### src/rtl/seven_seg_capture.sv
// seven_seg_capture
//   Loop-back monitor for a multiplexed, active-low 7-segment display.
//   It samples the seg/an pins and rebuilds the hex value, the decimal
//   points and the digit enables of each scan frame.
//
//   Optional feature macro: SEVSEG_CAP_ERR_EN
//     defined   - decode_err reports illegal segment patterns and stable
//                 multi-low anodes seen during the frame
//     undefined - the error logic is removed and decode_err is tied to 0
//
// Ports
//   clk          in   system clock
//   rst_n        in   asynchronous, active-low reset
//   seg[7:0]     in   segment pins a..g = seg[0..6], dp = seg[7], active-low, async
//   an[3:0]      in   digit anodes, active-low, async
//   display      out  captured nibbles, digit k = display[4k+3:4k]
//   points       out  captured decimal points, active-high
//   enables      out  1 = digit k was lit in the last frame
//   frame_valid  out  one-clk pulse when the outputs update
//   decode_err   out  error flag for the last frame
module seven_seg_capture #(
  parameter int STABLE_CYCLES  = 4,
  parameter int TIMEOUT_CYCLES = 524288,
  parameter int TIMEOUT_W      = 20
) (
  input  logic        clk,
  input  logic        rst_n,
  input  logic [7:0]  seg,
  input  logic [3:0]  an,
  output logic [15:0] display,
  output logic [3:0]  points,
  output logic [3:0]  enables,
  output logic        frame_valid,
  output logic        decode_err
);

  localparam int SCW = $clog2(STABLE_CYCLES + 1);

  typedef enum logic {IDLE, COLLECT} state_t;

  // Pin synchroniser plus one history stage; prev_reg is the value being
  // qualified, stab_cnt_reg counts how long it has been held.
  logic [11:0]          sync1_reg, sync2_reg, prev_reg;
  logic [SCW-1:0]       stab_cnt_reg;
  logic [TIMEOUT_W-1:0] to_cnt_reg;

  state_t               state_reg;
  logic [3:0][3:0]      slots_reg;
  logic [3:0]           dp_reg;
  logic [3:0]           seen_reg;
  logic [1:0]           first_reg;

  logic [3:0]  an_low;
  logic        stable_hit, one_low, multi_low, accept;
  logic [1:0]  acc_idx;
  logic [3:0]  acc_mask;
  logic [3:0]  dec_nib;
  logic        dec_ok;
  logic        to_hit, timeout;
  logic        close_err;
  logic [15:0] close_display;

  always_ff @(posedge clk or negedge rst_n) begin
    if (!rst_n) begin
      sync1_reg    <= '0;
      sync2_reg    <= '0;
      prev_reg     <= '0;
      stab_cnt_reg <= '0;
    end else begin
      sync1_reg <= {an, seg};
      sync2_reg <= sync1_reg;
      prev_reg  <= sync2_reg;
      if (sync2_reg != prev_reg)
        stab_cnt_reg <= '0;
      else if (stab_cnt_reg != SCW'(STABLE_CYCLES))
        stab_cnt_reg <= stab_cnt_reg + 1'b1;   // saturating, so the hit value is passed once
    end
  end

  assign an_low     = ~prev_reg[11:8];
  assign stable_hit = (stab_cnt_reg == SCW'(STABLE_CYCLES - 1));
  assign one_low    = (an_low != 4'd0) && ((an_low & (an_low - 4'd1)) == 4'd0);
  assign multi_low  = stable_hit && ((an_low & (an_low - 4'd1)) != 4'd0);
  assign accept     = stable_hit && one_low;

  always_comb begin
    acc_idx = 2'd0;
    for (int i = 0; i < 4; i++)
      if (an_low[i]) acc_idx = 2'(i);
  end

  assign acc_mask = 4'b0001 << acc_idx;

  // Segment pattern (active-high a..g) to hex nibble.
  always_comb begin
    dec_ok  = 1'b1;
    dec_nib = 4'h0;
    case (~prev_reg[6:0])
      7'h3F: dec_nib = 4'h0;
      7'h06: dec_nib = 4'h1;
      7'h5B: dec_nib = 4'h2;
      7'h4F: dec_nib = 4'h3;
      7'h66: dec_nib = 4'h4;
      7'h6D: dec_nib = 4'h5;
      7'h7D: dec_nib = 4'h6;
      7'h07: dec_nib = 4'h7;
      7'h7F: dec_nib = 4'h8;
      7'h6F: dec_nib = 4'h9;
      7'h77: dec_nib = 4'hA;
      7'h7C: dec_nib = 4'hB;
      7'h39: dec_nib = 4'hC;
      7'h5E: dec_nib = 4'hD;
      7'h79: dec_nib = 4'hE;
      7'h71: dec_nib = 4'hF;
      default: dec_ok = 1'b0;
    endcase
  end

  // Frame timeout; an accept in the same clk takes priority.
  assign to_hit  = (to_cnt_reg == TIMEOUT_W'(TIMEOUT_CYCLES - 1));
  assign timeout = to_hit && !accept;

  always_ff @(posedge clk or negedge rst_n) begin
    if (!rst_n)
      to_cnt_reg <= '0;
    else if (accept || to_hit)
      to_cnt_reg <= '0;
    else
      to_cnt_reg <= to_cnt_reg + 1'b1;
  end

`ifdef SEVSEG_CAP_ERR_EN
  logic err_reg;

  always_ff @(posedge clk or negedge rst_n) begin
    if (!rst_n)
      err_reg <= 1'b0;
    else if (accept && (state_reg == IDLE || acc_idx == first_reg))
      err_reg <= !dec_ok;                      // new frame starts
    else if (accept)
      err_reg <= err_reg | !dec_ok;
    else if (multi_low && state_reg == COLLECT)
      err_reg <= 1'b1;
  end

  assign close_err = err_reg;
`else
  assign close_err = 1'b0;
`endif

  // Digits not lit in the frame read as zero.
  generate
    for (genvar gi = 0; gi < 4; gi++) begin : g_mask
      assign close_display[4*gi +: 4] = seen_reg[gi] ? slots_reg[gi] : 4'h0;
    end
  endgenerate

  always_ff @(posedge clk or negedge rst_n) begin
    if (!rst_n) begin
      state_reg   <= IDLE;
      slots_reg   <= '0;
      dp_reg      <= '0;
      seen_reg    <= '0;
      first_reg   <= '0;
      display     <= '0;
      points      <= '0;
      enables     <= '0;
      frame_valid <= 1'b0;
      decode_err  <= 1'b0;
    end else begin
      frame_valid <= 1'b0;
      if (accept) begin
        slots_reg[acc_idx] <= dec_nib;
        dp_reg[acc_idx]    <= ~prev_reg[7];
      end
      case (state_reg)
        IDLE: begin
          if (accept) begin
            first_reg <= acc_idx;
            seen_reg  <= acc_mask;
            state_reg <= COLLECT;
          end else if (timeout) begin
            // Blank display: publish an empty frame periodically.
            display     <= '0;
            points      <= '0;
            enables     <= '0;
            decode_err  <= 1'b0;
            frame_valid <= 1'b1;
          end
        end
        COLLECT: begin
          if (accept && acc_idx != first_reg) begin
            seen_reg <= seen_reg | acc_mask;
          end else if (accept || timeout) begin
            // Close with the pre-event contents; a repeat of the first
            // digit immediately opens the next frame.
            display     <= close_display;
            points      <= dp_reg & seen_reg;
            enables     <= seen_reg;
            decode_err  <= close_err;
            frame_valid <= 1'b1;
            if (accept) begin
              first_reg <= acc_idx;
              seen_reg  <= acc_mask;
            end else begin
              state_reg <= IDLE;
            end
          end
        end
        default: state_reg <= IDLE;
      endcase
    end
  end

endmodule

### config.mk
export PLATFORM = sky130hd
export DESIGN_NAME = seven_seg_capture
export DESIGN_NICKNAME = d
export VERILOG_FILES = /design/src/rtl/seven_seg_capture.sv
export SDC_FILE = /design/constraint.sdc
export NUM_CORES = 1
export LEC_CHECK = 0
export CAP_MARGIN = 10
export CORE_ASPECT_RATIO = 2
export CORE_MARGIN = 2
export CORE_UTILIZATION = 57
export CTS_CLUSTER_SIZE = 14
export DETAILED_ROUTE_END_ITERATION = 8
export GPL_ROUTABILITY_DRIVEN = 1
export HOLD_SLACK_MARGIN = 0.02
export PLACE_DENSITY = 0.87
export SLEW_MARGIN = 25
export SYNTH_ARGS = -nofsm -noshare
export SYNTH_HDL_FRONTEND = slang
export SYNTH_SLANG_ARGS = --single-unit
### constraint.sdc
create_clock -name clk -period 2.9 [get_ports clk]
set_input_delay 0.29 -clock clk [delete_from_list [all_inputs] [get_ports clk]]
set_output_delay 0.29 -clock clk [all_outputs]
set_load 0.01 [all_outputs]
Yosys cells after proc, flatten, opt, wreduce, memory -nomap -nowiden:

Index checks and enable logic that the tools add are counted.

* $add $sub $neg: 3
* $lt $le $gt $ge: 2
* equal/unequal tests: 25
* shift-type cells: 1
* mux-type cells: 52
* bitwise logic cells: 7
* reduce and logical (&&, ||, !) cells: 13

Operator list (number)
* 7-bit == test (second input constant): 12
* 16-bit 2-to-1 mux: 4
* 4-bit one-hot mux with 15 select lines: 1
* 4-bit 2-to-1 mux: 14
* 16-bit one-hot mux with 2 select lines: 1
* 4-bit one-hot mux with 2 select lines: 3
* 20-bit by 1-bit adder with 20-bit output (second input constant): 1
* 20-bit by 19-bit == test with 1-bit output (second input constant): 1
* 20-bit 2-to-1 mux: 1
* 16-bit bitwise mux: 1
* 7-bit by 3-bit == test with 1-bit output (second input constant): 2
* 1-bit 2-to-1 mux: 13
* 12-bit != test: 1
* 2-bit 2-to-1 mux: 5
* 4-bit bitwise AND: 2
* 4-bit demux with 2-bit select: 1
* 7-bit by 6-bit == test with 1-bit output (second input constant): 1
* 7-bit NOT: 1
* 3-bit 2-to-1 mux: 2
* 2-bit != test (second input constant): 3
* 1-bit one-hot mux with 2 select lines: 3
* 1-bit logical AND: 5
* 4-bit bitwise mux: 1
* 4-bit zero test: 1
* other kinds (21): 23

* register bits: 112
* input port bits: 14
* output and inout port bits: 26
* logic and storage cells: 121

Depth between registers and ports, before layout:

* depth after elaboration: 12
* mapped depth: 9
* gate-level depth less buffers: 6

Worst setup path after synthesis:

OpenSTA, ideal clock, no wires.

* path type: reg2reg
* from: reg prev_reg[11]
* to: reg display[10]
* library setup time: 0.125 ns
* arrival: 1.973 ns
* required time: 2.775 ns
* slack: 0.802 ns
* stages on the path, launching flop included: 8
* path buffers: 2
* clock period less this slack: 2.098 ns
* cells stage by stage: dfrtp_1 > buf_2 > xor2_1 > a311o_2 > o2111ai_2 > a21boi_4 > buf_12 > mux2_4

* cells in the longest elaborated chain, start to end: 11
* elaborated cells on any way between the ends: 18
* classes of those cells: add/sub: 1; eq/ne: 5; mux: 1; bitwise: 2; reduce/logical: 9

Ends and longest elaborated chain
* start: declaration: RTL line 43 `logic [11:0] sync1_reg, sync2_reg, prev_reg;`
* start signal: assignment: RTL line 72 `prev_reg <= sync2_reg;`
* 4-bit NOT (*): RTL line 80 `assign an_low = ~prev_reg[11:8];`
* 4-bit by 1-bit subtractor with 4-bit output
* 4-bit bitwise AND
* 4-bit zero test: RTL line 82 `assign one_low = (an_low != 4'd0) && ((an_low & (an_low - 4'd1)) == 4'd0);`
* 1-bit logical AND: RTL line 82
* 1-bit logical AND: RTL line 84 `assign accept = stable_hit && one_low;`
* 1-bit zero test: RTL line 121 `assign timeout = to_hit && !accept;`
* 1-bit logical AND: RTL line 121
* 1-bit logical OR: RTL line 194 `end else if (accept || timeout) begin`
* 2-bit by 1-bit != test with 1-bit output (no source line)
* 4-bit AND reduction (no source line) (*)
* end signal: assignment: RTL line 197 `display <= close_display;`
* end: declaration: RTL line 30 `output logic [15:0] display,`

Mark *: on every way between the ends. The rest lies on a longest branch, timed or not.
A chain may end at the register's enable or synchronous reset.

Final worst setup path:

* from: reg prev_reg[11]
* to: reg points[1]

* cells in the longest elaborated chain, start to end: 11
* elaborated cells on any way between the ends: 18
* classes of those cells: add/sub: 1; eq/ne: 5; mux: 1; bitwise: 2; reduce/logical: 9

Ends and longest elaborated chain
* 4-bit NOT (*): RTL line 80
* 4-bit by 1-bit subtractor with 4-bit output
* 4-bit bitwise AND
* 4-bit zero test: RTL line 82
* 1-bit logical AND: RTL line 82
* 1-bit logical AND: RTL line 84
* 1-bit zero test: RTL line 121
* 1-bit logical AND: RTL line 121
* 1-bit logical OR: RTL line 194
* 2-bit by 1-bit != test with 1-bit output (no source line)
* 4-bit AND reduction (no source line) (*)
* end signal: assignment: RTL line 198 `points <= dp_reg & seen_reg;`
* end: declaration: RTL line 31 `output logic [3:0] points,`

Marks and branches as above.

==> impl_summary.log <==
INFO  metric worst-slew-pin-transition = 0.717 ns
INFO  metric worstPathRequired = 3.14 ns
INFO  metric antenna_found_initial = 0
INFO  metric clk_pin_slew = 0.07 ns
INFO  metric fin_cells = 520
INFO  metric crit-reg2reg-capture = points[1]$_DFFE_PN0P_
INFO  metric grt_max_degree = 58
INFO  metric fin_ws = 0.553 ns
INFO  metric run_status = complete, no violations
INFO  metric yosysUniqueCellTypes = 45
INFO  metric synth_async_sr_flop_share = 100%
INFO  metric cts.sinks = 111
INFO  metric r2r_cells = 6
INFO  metric num_ports = 40
INFO  metric pre_cts_slack = 0.590 ns
INFO  metric gpl.final_weighted_congestion = 0.833
INFO  metric tritoncts_clock_tree = done
INFO  metric worstSetupStartpoint = prev_reg[11]$_DFF_PN0_
INFO  metric rsz0062_at_grt = false
INFO  metric die_w = 68.1 µm
INFO  metric cts_buffers = 9
INFO  metric timing_hold_violations_final = 0
INFO  metric worst-endpoint-arrival = 2.58 ns
INFO  metric relSlewSlack = 52.2%
INFO  metric overflow = 0
INFO  metric post-synth-top-count-cell = sky130_fd_sc_hd__dfrtp_1
INFO  metric post_synth_inst_count = 381
INFO  metric synth_seq_area_share = 59.2%
INFO  metric cpMaxStageDelayCell = sky130_fd_sc_hd__dfrtp_1
INFO  metric hpwl = 5.90 mm
INFO  metric core.rowCount = 46
INFO  metric setup_total_negative_slack = 0 ns
INFO  metric die_area = 0.00901 mm²
INFO  metric vias_per_cell = 5.62
INFO  metric die_height = 132 µm
INFO  metric synth_edf_count = 0
INFO  metric setup_violations = 0
INFO  metric drc = 0
INFO  metric cells_traversed_along_the_worst_timing_path = xor2_1 > a311o_2 > o2111ai_2 > a21boi_4 > buf_4 > mux2_2
INFO  metric drtAntennaViolNets = 0
INFO  metric syn_nets = 399
INFO  metric post_synth.cell_area_avg = 12.3 µm²
INFO  metric post_drt_wl_per_cell = 15.9 µm
INFO  metric yosys_warnings = 0
INFO  metric fin_crit_sh = 80.9%
INFO  metric fin_worst_skew = 0.00453 ns
INFO  metric power_per_cell_area = 527 mW/mm²
INFO  metric slew_violations = 0
INFO  metric synthFlopType = sky130_fd_sc_hd__dfrtp_1
INFO  metric largest_register_ff_count = 20
INFO  metric cts.htree.levels = 3
INFO  metric critical_path_peak_fanout = 25
INFO  metric synth_commonest_cells = sky130_fd_sc_hd__dfrtp_1, sky130_fd_sc_hd__nand2_1, sky130_fd_sc_hd__nor2_1
INFO  metric drt_first_iter_violations = 116
INFO  metric r2r-start = prev_reg[11]$_DFF_PN0_
INFO  metric clock-root-buffer = sky130_fd_sc_hd__clkbuf_16
INFO  metric synthDominantAreaCellType = sky130_fd_sc_hd__dfrtp_1
INFO  metric clock_network_latency_to_the_later_pin_of_the_worst_skew_pair = 0.35 ns
INFO  metric critPathKind = reg2reg
INFO  metric worst_setup_path_start_kind = register
INFO  metric vias = 2924
INFO  metric post_cts_buffers = 0
INFO  metric yosys-top-cells-area = sky130_fd_sc_hd__dfrtp_1, sky130_fd_sc_hd__mux2_2, sky130_fd_sc_hd__mux2_4, sky130_fd_sc_hd__xor2_1, sky130_fd_sc_hd__and3_1
INFO  metric setup.reg_to_reg.worst_slack = 0.55 ns
INFO  metric netlist.area_leader.share = 59.2%
INFO  metric start_util = 59.1%
INFO  metric fin_crit = 2.35 ns
INFO  metric fmax = 426 MHz
INFO  metric maxCapViolations = 0
INFO  metric drtPass1Iterations = 4
INFO  metric coreArea = 0.00794 mm²
INFO  metric min_path_type = reg2reg
INFO  metric grt.total_usage = 20.6%
INFO  metric port_buffers = 38
INFO  metric grt_pass1_wl = 13.9 mm
INFO  metric total_power = 2.85 mW
INFO  metric layout-drive-gt1-share = 15.6%
INFO  metric routed_wirelength = 8.25 mm
INFO  metric static_power_due_to_leakage = 2.63 nW
INFO  metric placed_cells = 503
INFO  metric ys_ff_latch = 111
INFO  metric cp-end-kind = register
INFO  metric cts_max_path_buffers = 2
INFO  metric antenna-diode-count = 0
INFO  metric cpPeakStageDelay = 0.49 ns
INFO  metric first_global_vias = 3003
INFO  metric ir_drop_worst_vdd = 0.000574 V
INFO  metric post_synth_instance_area = 0.00469 mm²
INFO  metric area_growth_syn_to_layout = 15.3%
INFO  metric design.final.nets = 437
INFO  metric crit_path_capture = points[1]$_DFFE_PN0P_
where the power goes:
part,switching [mW],internal (mW)
clock network,0.560,0.597
registers,0.0283,1.57
logic,0.0567,0.0399
logic make-up (layout without fill, tap and decap cells):
logic type	Yosys count	in the layout	share of synthesized area [%]
and+or+nand+nor	131	131	14.8
DFF	111	111	59.2
muxes	42	42	11.2
AOI/OAI and AO/OA	31	31	4.32
xor gates and xnor gates	31	31	5.79
buffers and inverters	30	73	3.57
adders and majority gates	4	4	1.07
other	1	1	0.0799
cells in the final DEF (no fill, tap or decap), types with 2 or more instances in the layout:
cell / n
sky130_fd_sc_hd__mux2_2: 23
sky130_fd_sc_hd__nand2b_1: 2
sky130_fd_sc_hd__nand4_1: 9
sky130_fd_sc_hd__buf_4: 5
sky130_fd_sc_hd__and4b_1: 2
sky130_fd_sc_hd__ha_1: 4
sky130_fd_sc_hd__dfrtp_1: 111
sky130_fd_sc_hd__mux2_4: 15
sky130_fd_sc_hd__clkbuf_16: 9
sky130_fd_sc_hd__a21oi_1: 9
sky130_fd_sc_hd__o21ai_0: 14
sky130_fd_sc_hd__or3_1: 2
sky130_fd_sc_hd__nor2b_1: 3
sky130_fd_sc_hd__and3_1: 25
sky130_fd_sc_hd__nand3_1: 12
sky130_fd_sc_hd__nor2_1: 28
sky130_fd_sc_hd__o311ai_0: 2
sky130_fd_sc_hd__nor3_1: 3
sky130_fd_sc_hd__inv_1: 13
sky130_fd_sc_hd__xor2_1: 21
sky130_fd_sc_hd__mux2i_1: 4
sky130_fd_sc_hd__clkdlybuf4s50_1: 37
sky130_fd_sc_hd__xnor2_1: 10
sky130_fd_sc_hd__and4_1: 3
sky130_fd_sc_hd__nand2_1: 29
sky130_fd_sc_hd__inv_6: 4
sky130_fd_sc_hd__nor4_1: 3
final cells by class:
type / instances / area (µm²)
clock buffer: 10 / 229
clock inverter: 6 / 51.3
fill: 596 / 2530
inverter: 13 / 48.8
multi-input combinational: 240 / 1750
sequential: 111 / 2780
tap: 96 / 120
timing repair buffer: 44 / 438
critical path, delay by kind of cell, from the launching register on:
family | cells | cell delay (ns)
xor gates and xnor gates | 1 | 0.23
AOI/OAI and AO/OA | 3 | 0.74
muxes | 1 | 0.39
buffers and inverters | 1 | 0.38
DFF | 1 | 0.49
through the flow:
step	util, %	instance area (µm²)	hold slack, ns
global placement	64.5	5120	0.331
detailed placement	64.5	5120	0.335
CTS	68.1	5410	0.353
global route	68.1	5410	0.357
floorplan	-	4690	-0.00559
finish	68.1	5410	0.351
per-layer routing:
metal  up-vias  GRT usage [%]  wire, µm
met5         -              0         0
met4         0           10.9       351
met3        27           4.53       274
met2        79           35.8      4560
met1      1433           22.1      3060
li1       1385              -         -
timing repair:
item                                   4_1_cts  5_1_grt
hold buffers                                 1        0
endpoints found under the hold margin        5        0
resized for setup                            0        0
worst min path at each step:
stage	start	endpoint	slack [ns]	depth (start not counted)
floorplan	rst_n	display[0]$_DFFE_PN0P_	-0.006	0
global placement	sync1_reg[7]$_DFF_PN0_	sync2_reg[7]$_DFF_PN0_	0.33	0
detailed placement	sync1_reg[3]$_DFF_PN0_	sync2_reg[3]$_DFF_PN0_	0.33	0
CTS	sync1_reg[4]$_DFF_PN0_	sync2_reg[4]$_DFF_PN0_	0.35	0
global route	sync1_reg[2]$_DFF_PN0_	sync2_reg[2]$_DFF_PN0_	0.36	0
finish	sync1_reg[2]$_DFF_PN0_	sync2_reg[2]$_DFF_PN0_	0.35	0
Note: power is estimated with default switching activity, not from simulation.
